==> src/rtl/ov_capture_writer.sv <==
// rtl/ov_capture_writer.sv - OV7670 RGB565 byte stream to RGB444 frame-buffer write port
// Skips warm-up frames after enable, packs byte pairs into pixels and bounds writes to FB depth.
module ov_capture_writer #(
    parameter int H_ACTIVE    = 640,
    parameter int V_ACTIVE    = 480,
    parameter int ADDR_W      = 19,
    parameter int SKIP_FRAMES = 2
) (
    input  logic              clk,
    input  logic              rst_n,
    input  logic              enable,
    input  logic              cam_vsync,
    input  logic              cam_href,
    input  logic [7:0]        cam_data,
    output logic              wea,
    output logic [ADDR_W-1:0] addra,
    output logic [11:0]       dina,
    output logic              frame_done,
    output logic [7:0]        frame_cnt,
    output logic              overflow
);

    localparam int SKIP_W = $clog2(SKIP_FRAMES + 2);
    // pix_addr is one bit wider so it can sit at FB depth once the buffer is full
    localparam logic [ADDR_W:0] DEPTH = (ADDR_W+1)'(H_ACTIVE * V_ACTIVE);

    localparam logic [1:0] S_IDLE    = 2'd0;
    localparam logic [1:0] S_SYNC    = 2'd1;
    localparam logic [1:0] S_CAPTURE = 2'd2;

    logic [1:0]        state;
    logic [SKIP_W-1:0] skip_cnt;
    logic [ADDR_W:0]   pix_addr;
    logic              phase;
    logic [6:0]        b1;
    logic              v_q, v_q_d, h_q;
    logic [7:0]        d_q;
    logic              vs_rise;

    assign vs_rise = v_q & ~v_q_d;

    always_ff @(posedge clk or negedge rst_n) begin
        if (!rst_n) begin
            v_q        <= 1'b0;
            v_q_d      <= 1'b0;
            h_q        <= 1'b0;
            d_q        <= '0;
            state      <= S_IDLE;
            skip_cnt   <= '0;
            pix_addr   <= '0;
            phase      <= 1'b0;
            b1         <= '0;
            wea        <= 1'b0;
            addra      <= '0;
            dina       <= '0;
            frame_done <= 1'b0;
            frame_cnt  <= '0;
            overflow   <= 1'b0;
        end else begin
            v_q        <= cam_vsync;
            v_q_d      <= v_q;
            h_q        <= cam_href;
            d_q        <= cam_data;
            wea        <= 1'b0;
            frame_done <= 1'b0;
            case (state)
                S_IDLE: begin
                    if (enable) begin
                        state    <= S_SYNC;
                        skip_cnt <= '0;
                    end
                end
                S_SYNC: begin
                    if (vs_rise) begin
                        if (skip_cnt < SKIP_W'(SKIP_FRAMES)) begin
                            skip_cnt <= skip_cnt + SKIP_W'(1);
                        end else begin
                            state    <= S_CAPTURE;
                            pix_addr <= '0;
                            phase    <= 1'b0;
                            overflow <= 1'b0;
                        end
                    end
                end
                S_CAPTURE: begin
                    // vsync takes priority over any byte arriving on the same cycle
                    if (vs_rise) begin
                        frame_done <= 1'b1;
                        frame_cnt  <= frame_cnt + 8'd1;
                        phase      <= 1'b0;
                        if (enable) begin
                            pix_addr <= '0;
                            overflow <= 1'b0;
                        end else begin
                            state <= S_IDLE;
                        end
                    end else if (h_q) begin
                        if (!phase) begin
                            b1    <= {d_q[7:4], d_q[2:0]};
                            phase <= 1'b1;
                        end else begin
                            phase <= 1'b0;
                            if (pix_addr < DEPTH) begin
                                wea      <= 1'b1;
                                addra    <= pix_addr[ADDR_W-1:0];
                                dina     <= {b1[6:3], b1[2:0], d_q[7], d_q[4:1]};
                                pix_addr <= pix_addr + (ADDR_W+1)'(1);
                            end else begin
                                overflow <= 1'b1;
                            end
                        end
                    end else begin
                        phase <= 1'b0;
                    end
                end
                default: state <= S_IDLE;
            endcase
        end
    end

endmodule

==> config.mk <==
export PLATFORM = sky130hd
export DESIGN_NAME = ov_capture_writer
export DESIGN_NICKNAME = d
export VERILOG_FILES = /design/src/rtl/ov_capture_writer.sv
export SDC_FILE = /design/constraint.sdc
export NUM_CORES = 1
export LEC_CHECK = 0
export CORE_MARGIN = 2
export CORE_UTILIZATION = 48
export CTS_BUF_LIST = sky130_fd_sc_hd__clkbuf_2
export DETAILED_ROUTE_END_ITERATION = 6
export GPL_ROUTABILITY_DRIVEN = 0
export PLACE_DENSITY = 0.72
export SLEW_MARGIN = 30
export SYNTH_ARGS = -nofsm -noshare
export SYNTH_HDL_FRONTEND = slang
export SYNTH_SLANG_ARGS = --single-unit
==> constraint.sdc <==
create_clock -name clk -period 2.25 [get_ports clk]
set_clock_uncertainty 0.1 [all_clocks]
set_input_delay 0.45 -clock clk [delete_from_list [all_inputs] [get_ports clk]]
set_output_delay 0.45 -clock clk [all_outputs]
set_load 0.1 [all_outputs]
# ---- After elaboration in Yosys (flattened, before gate mapping)
# Index checks and enable logic that the tools add are counted.
dict set report word_totals {
  regBits 85
  input_bits 13
  output_inout_bits 42
  elab_cells 85
}
dict set report classes {
  addsub 3
  magnitude_cmp 2
  n_eq_ne 13
  mux 37
  bitwise 4
  reduce_logical 11
}
# operator count
set ops {}
lappend ops {{2-to-1 mux 20 bit} 7}
lappend ops {{case mux 20 bit (2 select lines)} 1}
lappend ops {{adder 20 x 1 -> 20 bit, second input constant} 1}
lappend ops {{less-than comparator 20 x 19 -> 1 bit, second input constant} 1}
lappend ops {{2-to-1 mux 1 bit} 17}
lappend ops {{2-to-1 mux 2 bit} 8}
lappend ops {{!= test 3 bit, second input constant} 5}
lappend ops {{AND reduction 7 bit} 2}
lappend ops {{!= test 2 bit, second input constant} 6}
lappend ops {{AND reduction 5 bit} 2}
lappend ops {{adder 8 x 1 -> 8 bit, second input constant} 1}
lappend ops {{AND reduction 4 bit} 2}
lappend ops {{case mux 2 bit (3 select lines)} 1}
lappend ops {{case mux 1 bit (2 select lines)} 2}
lappend ops {{case mux 2 bit (2 select lines)} 1}
lappend ops {{nonzero test 2 bit} 2}
lappend ops {{inverter 1 bit} 3}
lappend ops {{AND reduction 3 bit} 1}
lappend ops {{adder 2 x 1 -> 2 bit, second input constant} 1}
lappend ops {{equality test 2 x 1 -> 1 bit, second input constant} 1}
lappend ops {{equality test 2 bit, second input constant} 1}
lappend ops {{zero test 2 bit} 1}
lappend ops {{less-than comparator 2 bit, second input constant} 1}
lappend ops {{AND reduction 2 bit} 1}
lappend ops {{bitwise AND 1 bit} 1}

# ---- Longest topological paths before layout
dict set report depth {
  ltp_word 6
  mapped_depth 8
  mapped_depth_nobuf 6
}

# ---- Least setup slack after synthesis
# Ideal clock, no wire load.
dict set report synth_timing {
  path_type {flip-flop to flip-flop}
  startpoint {reg state[0]}
  endpoint {reg pix_addr[18]}
  arrival_time_ns 1.717
  setup_slack_ns 0.364
  path_stages_with_launch 8
  cell_sequence {dfrtp_1 buf_2 nand2b_4 nand2b_1 or2_4 buf_6 or4_1 nand3_1}
}
dict set report synth_via {
  elab_chain_len 3
  elab_cells_between_ends 11
  classes_between {eq/ne (8); mux (1); reduce/logical (2)}
}
# element line_no
set synth_rtl {}
lappend synth_rtl {{from (decl)} 31} ;# logic [1:0] state;
lappend synth_rtl {{from (signal assigned)} 48} ;# state <= S_IDLE;
lappend synth_rtl {{from (signal assigned)} 69} ;# state <= S_SYNC;
lappend synth_rtl {{from (signal assigned)} 78} ;# state <= S_CAPTURE;
lappend synth_rtl {{equality test 2 bit / equality test 2 x 1 -> 1 bit (equally long branches)} 66} ;# case (state)
lappend synth_rtl {{!= test 3 bit (no line), or another cell as far along} --}
lappend synth_rtl {{AND reduction 7 bit (no line)} --}
lappend synth_rtl {{to (signal assigned)} 107} ;# pix_addr <= pix_addr + (ADDR_W+1)'(1);
lappend synth_rtl {{to (decl)} 33} ;# logic [ADDR_W:0] pix_addr;
# Several ways; a longest one is shown, not always the timed one.
# A chain may end at the register's enable or synchronous reset.

# ---- Worst setup path after layout
dict set report layout_timing {
  startpoint {reg state[0]}
  endpoint {reg pix_addr[4]}
}
# Same word-level chain as after synthesis.

==> qor.yml <==
timing:
  slew_violations: 0
  hold_viol_final: 0
  fin_ws_ns: 0.163
  fmax_mhz: 479
  finalCritPeriodShare_pct: 92.8
  tns_ns: 0
  rsz0062_at_grt: "false"
  worstMarginPinSlew_ns: 0.469
  min_period_ns: 2.09
  finalSetupViolations: 0
  slew_headroom_pct: 68.5
synthesis:
  synth_mux_area_share_pct: 2.56
  synth_edf_count: 0
  yosys.cell_count.top_type: "nand2_1"
  syn_avg_cell_area_um2: 10.3
  yosys.area.top_type: "dfrtp_1"
  synth_cell_types: 46
  netlist_area_um2: 3520
  synth.top_cell.area_share_pct: 60.3
  synthTopCellsByCount: "nand2_1, dfrtp_1, o21ai_0"
  syn-num-nets: 356
  async_flop_share_pct: 100
  synthAdderAreaFrac_pct: 0.710
  ys.flop_type: "dfrtp_1"
  ys_seq_area_share_pct: 60.3
  ys_ff_latch: 85
  synthTopCellsByArea: "dfrtp_1, nand2_1, o21ai_0"
  synth_cells: 341
  synthSimpleGateAreaFrac_pct: 21.0
  synthXorXnorAreaFrac_pct: 1.74
  synth_compound_area_share_pct: 11.3
  ys.warnings.count: 0
  synth_top_family_by_area: "simple AND/OR/NAND/NOR gates"
clock_network:
  cts_inserted_buffers: 9
  clock_sinks: 85
  cts_tree: "built"
  insertion_delay_ns: 0.53
  clk_path_buf_depth: 2
  clkTransAtPathRegs_ns: 0.25
  cts_setup_buffers: 0
  htreeDepth: 3
  cts-root-buf: "clkbuf_2"
  ctsResizeCount: 0
die:
  initial_utilization_pct: 49.1
  die_w_um: 89.7
  coreArea_um2: 7180
  io_pins: 55
  rows: 31
  fp.dieH_um: 89.7
  fp.dieArea_um2: 8040
setup_path:
  crit_path_start_kind: "register"
  crit_type: "register to register"
  crit_path_end_kind: "register"
  crit_arrival_ns: 2.42
  critPathMaxFanout: 32
  cp.required_ns: 2.59
global_routing:
  grt_start_max_net_pins: 38
  grt_pass1_wl_um: 12000
  grt.total_usage_pct: 19.5
  antenna_found_initial: 0
  first_global_vias: 2614
  grt.overflow.total: 0
detailed_routing:
  drtIter0Drc: 173
  num_vias: 2661
  viasPerCell: 5.22
  first_pass_iters: 4
  antenna_left: 0
  routedWlPerCell_um: 13.9
  drcViolationCount: 0
  totalWireLength_um: 7070
final_layout:
  final_nets: 421
  final_cells: 510
  final_cell_area_um2: 4260
  n_fill_cell: 633
  antenna_cells: 0
  drive_gt1_share_pct: 22.1
  area_growth_pct: 20.9
pwr:
  p_leak_nw: 2.15
  p_clk_share_pct: 20.2
  power_frac_comb_pct: 23.5
  switchingPower_mw: 1.34
  swShare_pct: 37.8
  vdd_drop_max_uv: 777
  pwr-share-seq_pct: 56.2
  intPower_mw: 2.21
  p_per_area_nw_per_um2: 834
hold_path:
  hp-class: "input port to register"
place:
  place_ws_ns: 0.0447
  place_area_um2: 4150
  place_inst: 493
  hpwl_um: 4840
  io_buffers: 54
status:
  status: "completed"
flow_run:
  maxCapViolCount: 0
==> layer usage <==
| metal | global-route usage [%] | wire length (um) |
|---|---|---|
| met3 | 5.21 | 316 |
| met4 | 7.73 | 93 |
| met5 | 0 | 0 |
| met1 | 25.7 | 3210 |
| met2 | 30.9 | 3450 |
==> critical path, cell delays in order, from the launching register on <==
cell and delay [ns]:
dfrtp_1 0.53, nand2b_4 0.20, nand2b_1 0.12, or2_4 0.29, clkinv_1 0.16, buf_12 0.19, and3_1 0.17, a221o_1 0.25
==> power by group through the flow <==
stage          Combinational, mW  Clock [mW]  Sequential (mW)
6_report                   0.836       0.719             2.00
5_1_grt                    0.906       0.818             2.04
4_1_cts                    0.844       0.747             2.00
3_5_place_dp               0.845           0             2.02
3_3_place_gp               0.817           0             2.01
2_1_floorplan              0.364           0             2.24
==> final timing paths <==
| check | from | end | slack, ns | cells past startpoint |
|---|---|---|---|---|
| max | state[0]$_DFFE_PN0P_ | pix_addr[4]$_DFFE_PN0P_ | 0.16 | 7 |
| min reg2reg | d_q[3]$_DFF_PN0_ | dina[2]$_DFFE_PN0P_ | 0.38 | 2 |
| max in group asynchronous | rst_n | frame_done$_DFF_PN0_ | 1.20 | 3 |
| min in group asynchronous | rst_n | addra[9]$_DFFE_PN0P_ | 0.25 | 2 |
| max reg2reg | state[0]$_DFFE_PN0P_ | pix_addr[4]$_DFFE_PN0P_ | 0.16 | 7 |
| min | cam_data[1] | d_q[1]$_DFF_PN0_ | 0.21 | 1 |
==> area by class of cell <==
class / count / area [um2] / share of cell area, %
multi-input combinational: 239 / 1320 / 30.9
tap: 99 / 124 / 2.91
clock inverter: 7 / 56.3 / 1.32
sequential: 85 / 2130 / 49.9
inverter: 2 / 7.51 / 0.176
timing repair buffer: 69 / 586 / 13.7
clock buffer: 9 / 45.0 / 1.06
==> registers in the layout (all words and copies together) (netlist names) <==
| name | flops |
|---|---|
| pix_addr | 20 |
| addra | 19 |
| dina | 12 |
| d_q | 8 |
| frame_cnt | 8 |
| b1 | 7 |
| skip_cnt | 2 |
| state | 2 |
| frame_done | 1 |
| h_q | 1 |
| overflow | 1 |
| phase | 1 |
| v_q | 1 |
| v_q_d | 1 |
| wea | 1 |
==> metrics by stage <==
step | power [mW] | util [%] | hold slack [ns]
4_1_cts | 3.59 | 59.4 | 0.166
2_1_floorplan | 2.60 | - | 0.0544
3_5_place_dp | 2.86 | 57.8 | 0.318
3_3_place_gp | 2.83 | 57.8 | 0.309
5_1_grt | 3.76 | 59.4 | 0.119
6_report | 3.55 | 59.4 | 0.213
==> layout by cell type, fill, tap and decap left out, drive strengths merged, types with 6 or more instances in the layout <==
cell / Yosys / final
nand2: 105 / 105
dfrtp: 85 / 85
buf: 5 / 57
o21ai: 21 / 21
nor2: 14 / 14
clkdlybuf4s50: 0 / 11
nand3: 10 / 10
clkbuf: 10 / 9
mux2: 8 / 8
nand4: 7 / 7
a31oi: 6 / 6
nor3: 6 / 6
==> logic make-up after synthesis <==
logic type / after synthesis
xor gates and xnor gates: 7
muxes: 8
and+or+nand+nor: 164
DFF: 85
adders and majority gates: 2
buffers and inverters: 17
AOI/OAI and AO/OA: 58
==> timing repair <==
item	4_1_cts	5_1_grt
hold buffers	1	0
hold endpoints to repair	29	0
setup endpoints to repair	0	0
(Power assumes the default switching activity.)
